**config.mk**
```make
export PLATFORM = sky130hd
export DESIGN_NAME = wb_cdb_arbiter
export DESIGN_NICKNAME = d
export VERILOG_FILES = /design/src/rtl/wb_cdb_arbiter.sv
export SDC_FILE = /design/constraint.sdc
export NUM_CORES = 1
export LEC_CHECK = 0
export BUFFER_PORTS_ARGS = -buffer_cell sky130_fd_sc_hd__buf_4
export CORE_MARGIN = 1.5
export CORE_UTILIZATION = 51
export DETAILED_ROUTE_END_ITERATION = 10
export GPL_ROUTABILITY_DRIVEN = 0
export GPL_TIMING_DRIVEN = 0
export PLACE_DENSITY = 0.72
export SLEW_MARGIN = 40
export SYNTH_ARGS = -nofsm -noshare
export SYNTH_HDL_FRONTEND = slang
export SYNTH_SLANG_ARGS = --single-unit
```
**constraint.sdc**
```tcl
create_clock -name clk -period 7.04 [get_ports clk]
set_input_delay 1.056 -clock clk [delete_from_list [all_inputs] [get_ports clk]]
set_output_delay 1.056 -clock clk [all_outputs]
set_load 0.01 [all_outputs]
```
**src/rtl/wb_cdb_arbiter.sv**
```systemverilog
// Completion-side arbiter: buffers finished results from each functional unit in a small
// per-source FIFO and serialises them onto one registered common data bus (CDB).
// Results addressed to r0 are accepted but discarded; drop_cnt counts them.
module wb_cdb_arbiter #(
   parameter int unsigned N_SRC = 8,
   parameter int unsigned DW    = 32,
   parameter int unsigned DEPTH = 2,
   parameter int unsigned SW    = 3
) (
   input  logic                   clk,
   input  logic                   rst_n,
   input  logic [N_SRC-1:0]       src_valid,
   output logic [N_SRC-1:0]       src_ready,
   input  logic [5*N_SRC-1:0]     src_rd,
   input  logic [DW*N_SRC-1:0]    src_data,
   output logic                   cdb_valid,
   input  logic                   cdb_ready,
   output logic [SW-1:0]          cdb_src,
   output logic [4:0]             cdb_rd,
   output logic [DW-1:0]          cdb_data,
   output logic [15:0]            drop_cnt
);

   localparam int unsigned PW = (DEPTH > 1) ? $clog2(DEPTH) : 1;
   localparam int unsigned CW = PW + 1;

   // Per-source FIFO state
   logic [PW-1:0]  wr_ptr_q   [N_SRC];
   logic [PW-1:0]  rd_ptr_q   [N_SRC];
   logic [CW-1:0]  cnt_q      [N_SRC];
   logic [4:0]     mem_rd_q   [N_SRC][DEPTH];
   logic [DW-1:0]  mem_data_q [N_SRC][DEPTH];

   // Unpacked views of the flat input buses
   logic [4:0]     in_rd   [N_SRC];
   logic [DW-1:0]  in_data [N_SRC];

   logic [N_SRC-1:0] hs;
   logic [N_SRC-1:0] push;
   logic [N_SRC-1:0] drop;
   logic [N_SRC-1:0] pop;
   logic [N_SRC-1:0] nonempty;

   // Arbitration
   logic [SW-1:0]  rr_ptr_q;
   logic [SW-1:0]  rr_next;
   logic [SW-1:0]  win;
   logic [SW:0]    idx_sum;
   logic           found;
   logic           load;
   logic [4:0]     head_rd;
   logic [DW-1:0]  head_data;

   // Drop counter
   logic [16:0]    drop_sum;
   logic [15:0]    drop_cnt_d;

   // Slice the flat source buses into per-source fields
   always_comb begin
      for (int i = 0; i < N_SRC; i++) begin
         in_rd[i]   = src_rd[5*i +: 5];
         in_data[i] = src_data[DW*i +: DW];
      end
   end

   // Enqueue side: ready depends only on registered count, so a full FIFO never passes through
   always_comb begin
      src_ready = '0;
      hs        = '0;
      push      = '0;
      drop      = '0;
      nonempty  = '0;
      for (int i = 0; i < N_SRC; i++) begin
         src_ready[i] = (cnt_q[i] < CW'(DEPTH));
         hs[i]        = src_valid[i] & src_ready[i];
         push[i]      = hs[i] & (in_rd[i] != 5'd0);
         drop[i]      = hs[i] & (in_rd[i] == 5'd0);
         nonempty[i]  = (cnt_q[i] != '0);
      end
   end

   // Round-robin search starting at rr_ptr, wrapping at N_SRC
   always_comb begin
      found   = 1'b0;
      win     = '0;
      idx_sum = '0;
      for (int k = 0; k < N_SRC; k++) begin
         idx_sum = {1'b0, rr_ptr_q} + (SW+1)'(k);
         if (idx_sum >= (SW+1)'(N_SRC)) begin
            idx_sum = idx_sum - (SW+1)'(N_SRC);
         end
         if (!found && nonempty[idx_sum[SW-1:0]]) begin
            found = 1'b1;
            win   = idx_sum[SW-1:0];
         end
      end
   end

   // Output register reloads when empty or when the consumer takes the current beat
   always_comb begin
      load      = !cdb_valid | cdb_ready;
      head_rd   = mem_rd_q[win][rd_ptr_q[win]];
      head_data = mem_data_q[win][rd_ptr_q[win]];
      rr_next   = (win == SW'(N_SRC - 1)) ? '0 : win + SW'(1);
      pop       = '0;
      for (int i = 0; i < N_SRC; i++) begin
         pop[i] = load & found & (win == SW'(i));
      end
   end

   // Saturating sum of all r0 drops this cycle
   always_comb begin
      drop_sum = {1'b0, drop_cnt};
      for (int i = 0; i < N_SRC; i++) begin
         drop_sum = drop_sum + 17'(drop[i]);
      end
      drop_cnt_d = (drop_sum > 17'h0FFFF) ? 16'hFFFF : drop_sum[15:0];
   end

   // FIFO pointers and occupancy; simultaneous push and pop leave the count unchanged
   always_ff @(posedge clk or negedge rst_n) begin
      if (!rst_n) begin
         for (int i = 0; i < N_SRC; i++) begin
            wr_ptr_q[i] <= '0;
            rd_ptr_q[i] <= '0;
            cnt_q[i]    <= '0;
         end
      end else begin
         for (int i = 0; i < N_SRC; i++) begin
            if (push[i]) begin
               wr_ptr_q[i] <= wr_ptr_q[i] + PW'(1);
            end
            if (pop[i]) begin
               rd_ptr_q[i] <= rd_ptr_q[i] + PW'(1);
            end
            cnt_q[i] <= cnt_q[i] + CW'(push[i]) - CW'(pop[i]);
         end
      end
   end

   // FIFO storage; contents are meaningless until the pointers say otherwise, so no reset
   always_ff @(posedge clk) begin
      for (int i = 0; i < N_SRC; i++) begin
         if (push[i]) begin
            mem_rd_q[i][wr_ptr_q[i]]   <= in_rd[i];
            mem_data_q[i][wr_ptr_q[i]] <= in_data[i];
         end
      end
   end

   // CDB register and round-robin pointer; payload holds when nothing is granted
   always_ff @(posedge clk or negedge rst_n) begin
      if (!rst_n) begin
         cdb_valid <= 1'b0;
         cdb_src   <= '0;
         cdb_rd    <= '0;
         cdb_data  <= '0;
         rr_ptr_q  <= '0;
      end else if (load) begin
         if (found) begin
            cdb_valid <= 1'b1;
            cdb_src   <= win;
            cdb_rd    <= head_rd;
            cdb_data  <= head_data;
            rr_ptr_q  <= rr_next;
         end else begin
            cdb_valid <= 1'b0;
         end
      end
   end

   // Count of discarded r0 results
   always_ff @(posedge clk or negedge rst_n) begin
      if (!rst_n) begin
         drop_cnt <= '0;
      end else begin
         drop_cnt <= drop_cnt_d;
      end
   end

endmodule

```
==> results of run 1 <==
-- routing by layer --
layer / vias up / track usage (%) / wire [um]
li1: 8093 / - / -
met1: 9694 / 40.2 / 34300
met2: 1167 / 50.7 / 44300
met3: 175 / 5.95 / 8890
met4: 14 / 11.3 / 2890
met5: - / 0 / 89
-- state kept, by name, indices dropped and copies added (netlist names) --
register / cells
mem_data_q: 512
cdb_src: 3
cnt_q: 16
rd_ptr_q: 8
mem_rd_q: 80
wr_ptr_q: 8
drop_cnt: 16
cdb_rd: 5
cdb_valid: 1
rr_ptr_q: 3
cdb_data: 32
-- cell families (layout without fill, tap and decap cells) --
family	count (synthesis)	count (layout)	share of synthesized area, %
other	0	4	0
buffers and inverters	156	699	2.56
AND/OR/NAND/NOR	312	312	5.03
AO/OA/AOI/OAI	248	248	8.33
flip-flops	684	684	68.3
adder cells (fa/ha/maj)	35	35	1.62
XOR/XNOR	42	42	1.25
multiplexers	319	319	12.9
-- through the flow --
step / util (%) / hold WS [ns] / instances / setup WS (ns) / area (um2)
finish: 64.5 / 0.359 / 3099 / 0.589 / 36600
global route: 64.5 / 0.384 / 3096 / 0.296 / 36600
global placement: 58.4 / 0.451 / 2923 / 0.860 / 33100
CTS: 64.5 / 0.462 / 3094 / 0.687 / 36600
detailed placement: 60.3 / 0.453 / 2965 / 0.700 / 34200
floorplan: - / 0.435 / 1796 / 2.06 / 29400
-- worst max-delay path: stages (launching register included) --
cell	delay, ns
dfrtp_1	0.41
buf_2	0.28
clkinv_1	0.34
ha_1	0.39
clkbuf_1	0.39
mux4_2	0.43
a211oi_4	0.43
nand4_2	0.23
a211oi_1	0.35
o31a_1	0.19
nand2_1	0.23
inv_2	0.20
buf_4	0.29
buf_4	0.36
buf_2	0.37
ha_1	0.24
ha_1	0.19
and3_1	0.27
ha_1	0.26
inv_1	0.06
ha_1	0.15
xnor2_1	0.14
xnor2_1	0.15
-- worst paths after layout --
path	start	end	cells after the start
worst min register to register	rd_ptr_q[5]	rd_ptr_q[5]	1
worst min-delay path	rst_n	drop_cnt[14]	1
worst max-delay path	rr_ptr_q[1]	cnt_q[1]	22
worst max register to register	rr_ptr_q[1]	cnt_q[1]	22
min in group clk	rd_ptr_q[5]	rd_ptr_q[5]	1
max in group asynchronous	rst_n	cdb_data[19]	2
-- final cells by class --
| cell class | count | share of cell area, % |
|---|---|---|
| Sequential cell | 684 | 54.9 |
| Multi-Input combinational cell | 956 | 23.8 |
| Timing Repair Buffer | 414 | 10.2 |
| Clock buffer | 91 | 5.31 |
| Tap cell | 756 | 2.58 |
| Buffer | 115 | 1.65 |
| Clock inverter | 38 | 1.16 |
| Inverter | 41 | 0.420 |
| Antenna cell | 4 | 0.0273 |
-- cell usage in the layout (no fill, tap or decap), drive strengths merged, types with 37 or more instances in the layout --
master  instances
a221oi         74
a311oi         37
and3           50
buf           476
clkbuf        144
dfrtp          92
edfxtp        592
inv            42
mux2i         265
mux4           48
nand2         142
nor2           46
o211a          38
o31ai          38
==> flow_summary.json, run 1 <==
{
  "ys_dominant_reg_cell": "edfxtp_1",
  "core_region_area_um2": 56700,
  "syn_area_per_cell_um2": 16.4,
  "grt-ovfl-total": 0,
  "slew_violations": 0,
  "period_share_pct": 91.6,
  "initial_utilization_pct": 51.9,
  "die_y_um": 243,
  "path_clk_slew_ns": 0.06,
  "synth_warnings": 0,
  "synthCells": 1796,
  "first_pass_iters": 5,
  "max_freq_mhz": 155,
  "relSlewSlack_pct": 39.2,
  "cts_resized": 0,
  "io_buffers": 371,
  "die_area_um2": 59100,
  "synth_area_leader_cell": "edfxtp_1",
  "multi_input_area_um2": 8700,
  "hold_buffers": 0,
  "grtUsageTotal_pct": 30.6,
  "drt.antenna.violating_nets": 0,
  "syn_nets": 2138,
  "antenna_found_initial": 8,
  "synthesis.area_um2": 29400,
  "drv_cap": 0,
  "drive_gt1_share_pct": 31.1,
  "wl_per_cell_um": 29.2,
  "nNetsFinal": 2624,
  "hold_viol": 0,
  "vias": 19143,
  "yosys.cell_count.top_type": "edfxtp_1",
  "first_global_vias": 19512,
  "fp.dieW_um": 243,
  "area_delta_synth_final_pct": 24.5,
  "critical_path_arrival_ns": 6.98,
  "status": "completed",
  "tightest_slew_ns": 0.913,
  "period_needed_ns": 6.45,
  "dpl.hpwl_um": 66700,
  "tns_ns": 0,
  "rsz0062_at_grt": "no",
  "vias_per_cell": 6.18,
  "path_max_fanout": 11,
  "regArea_um2": 20100,
  "root_buffer": "clkbuf_16",
  "synth_common_cells": "592 x edfxtp_1, 265 x mux2i_1, 142 x nand2_1",
  "cts_max_level": 3,
  "r2r_slack_ns": 0.59,
  "required_ns": 7.57,
  "startpoint_type": "flop",
  "grt_max_degree": 93,
  "ys_seq_area_share_pct": 68.3,
  "async_flop_share_pct": 13.5,
  "skew_ns": 0.0150,
  "worstSetupPathType": "reg -> reg",
  "synth_edf_count": 592,
  "setup_viol": 0,
  "num_rows": 87,
  "synth_top_area_share_pct": 60.4,
  "clock_path_buffers": 3,
  "cts_setup_buffers": 0,
  "drcViolationCount": 0,
  "routed_wl_um": 90400,
  "clock_latency_ns": 0.61,
  "numCtsBuffers": 70,
  "cts.sinks": 684,
  "synth-seq-cells": 684,
  "io_pins": 372,
  "synthTopCellsByArea": "edfxtp_1 60%, mux2i_1 9.0%, dfrtp_1 7.8%",
  "fillCellCount": 3981,
  "drtIter0Drc": 2108,
  "synth_cell_types": 67,
  "cts_tree": "yes",
  "cp-end-kind": "flop",
  "grt_pass1_wl_um": 129000,
  "hold_class": "in -> async"
}
Power of run 1 is not shown: default switching activity piles up to over one toggle a cycle in this logic, so the estimate is an artifact.
==> run 2: changes to the inputs <==
--- a/config.mk
+++ b/config.mk
@@ -11,7 +11,7 @@
 export DETAILED_ROUTE_END_ITERATION = 10
 export GPL_ROUTABILITY_DRIVEN = 0
 export GPL_TIMING_DRIVEN = 0
-export PLACE_DENSITY = 0.72
+export PLACE_DENSITY = 0.7
 export SLEW_MARGIN = 40
 export SYNTH_ARGS = -nofsm -noshare
 export SYNTH_HDL_FRONTEND = slang
==> run 2 against run 1 <==
Net effect:
- final area is 0.54% lower
- cell count stayed put
- critical path depth stayed put
- count of clock-buffer cells in the layout is 3 higher
- setup slack better by 0.028 ns
- sequential share of layout area is 0.30 points higher
- sequential cell count stayed put
- core utilization is 0.35 points lower
- hold slack worse by 0.0010 ns
- maximum frequency is 0.44% higher
- critical path type unchanged
- critical endpoint unchanged
- largest cell class unchanged
==> flow_summary.json, run 2 (same netlist as run 1, synthesis figures left out) <==
{
  "status": "completed",
  "grt-ovfl-total": 0,
  "cts.sinks": 684,
  "cp-end-kind": "flop",
  "r2r_cells": 22,
  "drtIter0Drc": 2052,
  "wl_per_cell_um": 29.2,
  "largest_register_ff_count": 512,
  "drive_gt1_share_pct": 30.7,
  "nNetsFinal": 2622,
  "tns_ns": 0,
  "drt.antenna.violating_nets": 0,
  "clock_path_buffers": 3,
  "fp.dieW_um": 243,
  "rsz0062_at_grt": "no",
  "skew_ns": 0.0267,
  "hold_buffers": 0,
  "cts_setup_buffers": 0,
  "path_max_fanout": 11,
  "io_pins": 372,
  "numCtsBuffers": 71,
  "critical_path_arrival_ns": 6.94,
  "r2r_slack_ns": 0.62,
  "period_needed_ns": 6.42,
  "area_delta_synth_final_pct": 23.8,
  "vias_per_cell": 6.11,
  "core_region_area_um2": 56700,
  "grt_pass1_wl_um": 130000,
  "regArea_um2": 20100,
  "gr-usage-met3_pct": 4.99,
  "relSlewSlack_pct": 39.1,
  "multi_input_area_um2": 8700,
  "r2r-start": "rr_ptr_q[1]",
  "antenna_found_initial": 10,
  "required_ns": 7.56,
  "max_freq_mhz": 156,
  "root_buffer": "clkbuf_16",
  "io_buffers": 371,
  "drcViolationCount": 0,
  "final_cells": 3099,
  "grt.busiest_layer": "met2",
  "die_area_um2": 59100,
  "reg2reg_to": "cnt_q[1]",
  "fillCellCount": 4065,
  "hold_viol": 0,
  "cts_max_level": 3,
  "routed_wl_um": 90400,
  "period_share_pct": 91.2,
  "vias": 18932,
  "layout_commonest_cell": "edfxtp_1",
  "num_rows": 87,
  "cts_tree": "yes",
  "dpl.hpwl_um": 66700,
  "grt_max_degree": 93,
  "slew_violations": 0,
  "grtUsageMet2_pct": 50.3,
  "cts_resized": 0,
  "path_clk_slew_ns": 0.06,
  "initial_utilization_pct": 51.9,
  "first_global_vias": 19246,
  "tightest_slew_ns": 0.913,
  "dp.cells": 2962,
  "hold_class": "in -> async",
  "startpoint_type": "flop",
  "mostFrequentLayoutCells": "592 x edfxtp_1, 380 x buf_4, 265 x mux2i_1",
  "drv_cap": 0,
  "worstSetupPathType": "reg -> reg",
  "grtUsageTotal_pct": 30.6,
  "die_y_um": 243,
  "first_pass_iters": 5,
  "grt_use_met1_pct": 41.1,
  "setup_viol": 0,
  "clock_latency_ns": 0.62
}
==> run 2: cell count changes in the layout (fill, tap and decap cells not counted), sizes merged <==
cell | before | now
buf | 476 | 474
bufinv | 8 | 4
clkbuf | 144 | 146
clkinv | 25 | 28
diode | 4 | 7
inv | 42 | 40
==> run 2: layout make-up <==
type	instances	area share (%)
clock buffer	94	5.52
buffer	115	1.67
inverter	41	0.423
timing repair buffer	411	9.91
antenna	7	0.0481
multi-input combinational	956	23.9
sequential	684	55.2
tap	756	2.60
clock inverter	35	0.780
==> run 2: through the flow <==
step	worst slack, ns	instance area (um2)	hold slack (ns)	util, %
5_1_grt	0.307	36400	0.371	64.2
6_report	0.618	36400	0.358	64.2
2_1_floorplan	2.06	29400	0.435	-
3_3_place_gp	0.850	33100	0.452	58.4
3_5_place_dp	0.773	34100	0.466	60.1
4_1_cts	0.729	36400	0.474	64.1
==> run 2: worst max-delay path by stage <==
| stage | cells after the start | startpoint | to | slack (ns) |
|---|---|---|---|---|
| floorplan | 23 | rr_ptr_q[1] | cnt_q[1] | 2.06 |
| global placement | 22 | rr_ptr_q[1] | cnt_q[1] | 0.85 |
| detailed placement | 22 | rr_ptr_q[1] | cnt_q[1] | 0.77 |
| CTS | 22 | rr_ptr_q[1] | cnt_q[1] | 0.73 |
| global route | 23 | rr_ptr_q[1] | cnt_q[1] | 0.31 |
| finish | 22 | rr_ptr_q[1] | cnt_q[1] | 0.62 |
==> run 2: layer usage <==
layer  part of all wire (%)  vias up
met5                  0.054        -
met3                    8.3      168
met4                    3.4        8
li1                       -     8088
met2                     49     1041
met1                     40     9627
==> run 2: worst max-delay path, cell delays in order, from the launching register on <==
cell and delay (ns):
dfrtp_1 0.40, buf_2 0.27, clkinv_1 0.32, ha_1 0.38, clkbuf_1 0.39, mux4_2 0.44
a211oi_4 0.43, nand4_2 0.22, a211oi_1 0.40, o31a_1 0.19, nand2_1 0.21, inv_2 0.19
buf_4 0.29, buf_4 0.35, buf_2 0.38, ha_1 0.24, ha_1 0.18, and3_1 0.28
ha_1 0.27, inv_1 0.06, ha_1 0.15, xnor2_1 0.13, xnor2_1 0.14
Power of run 2 is left out for the same reason.
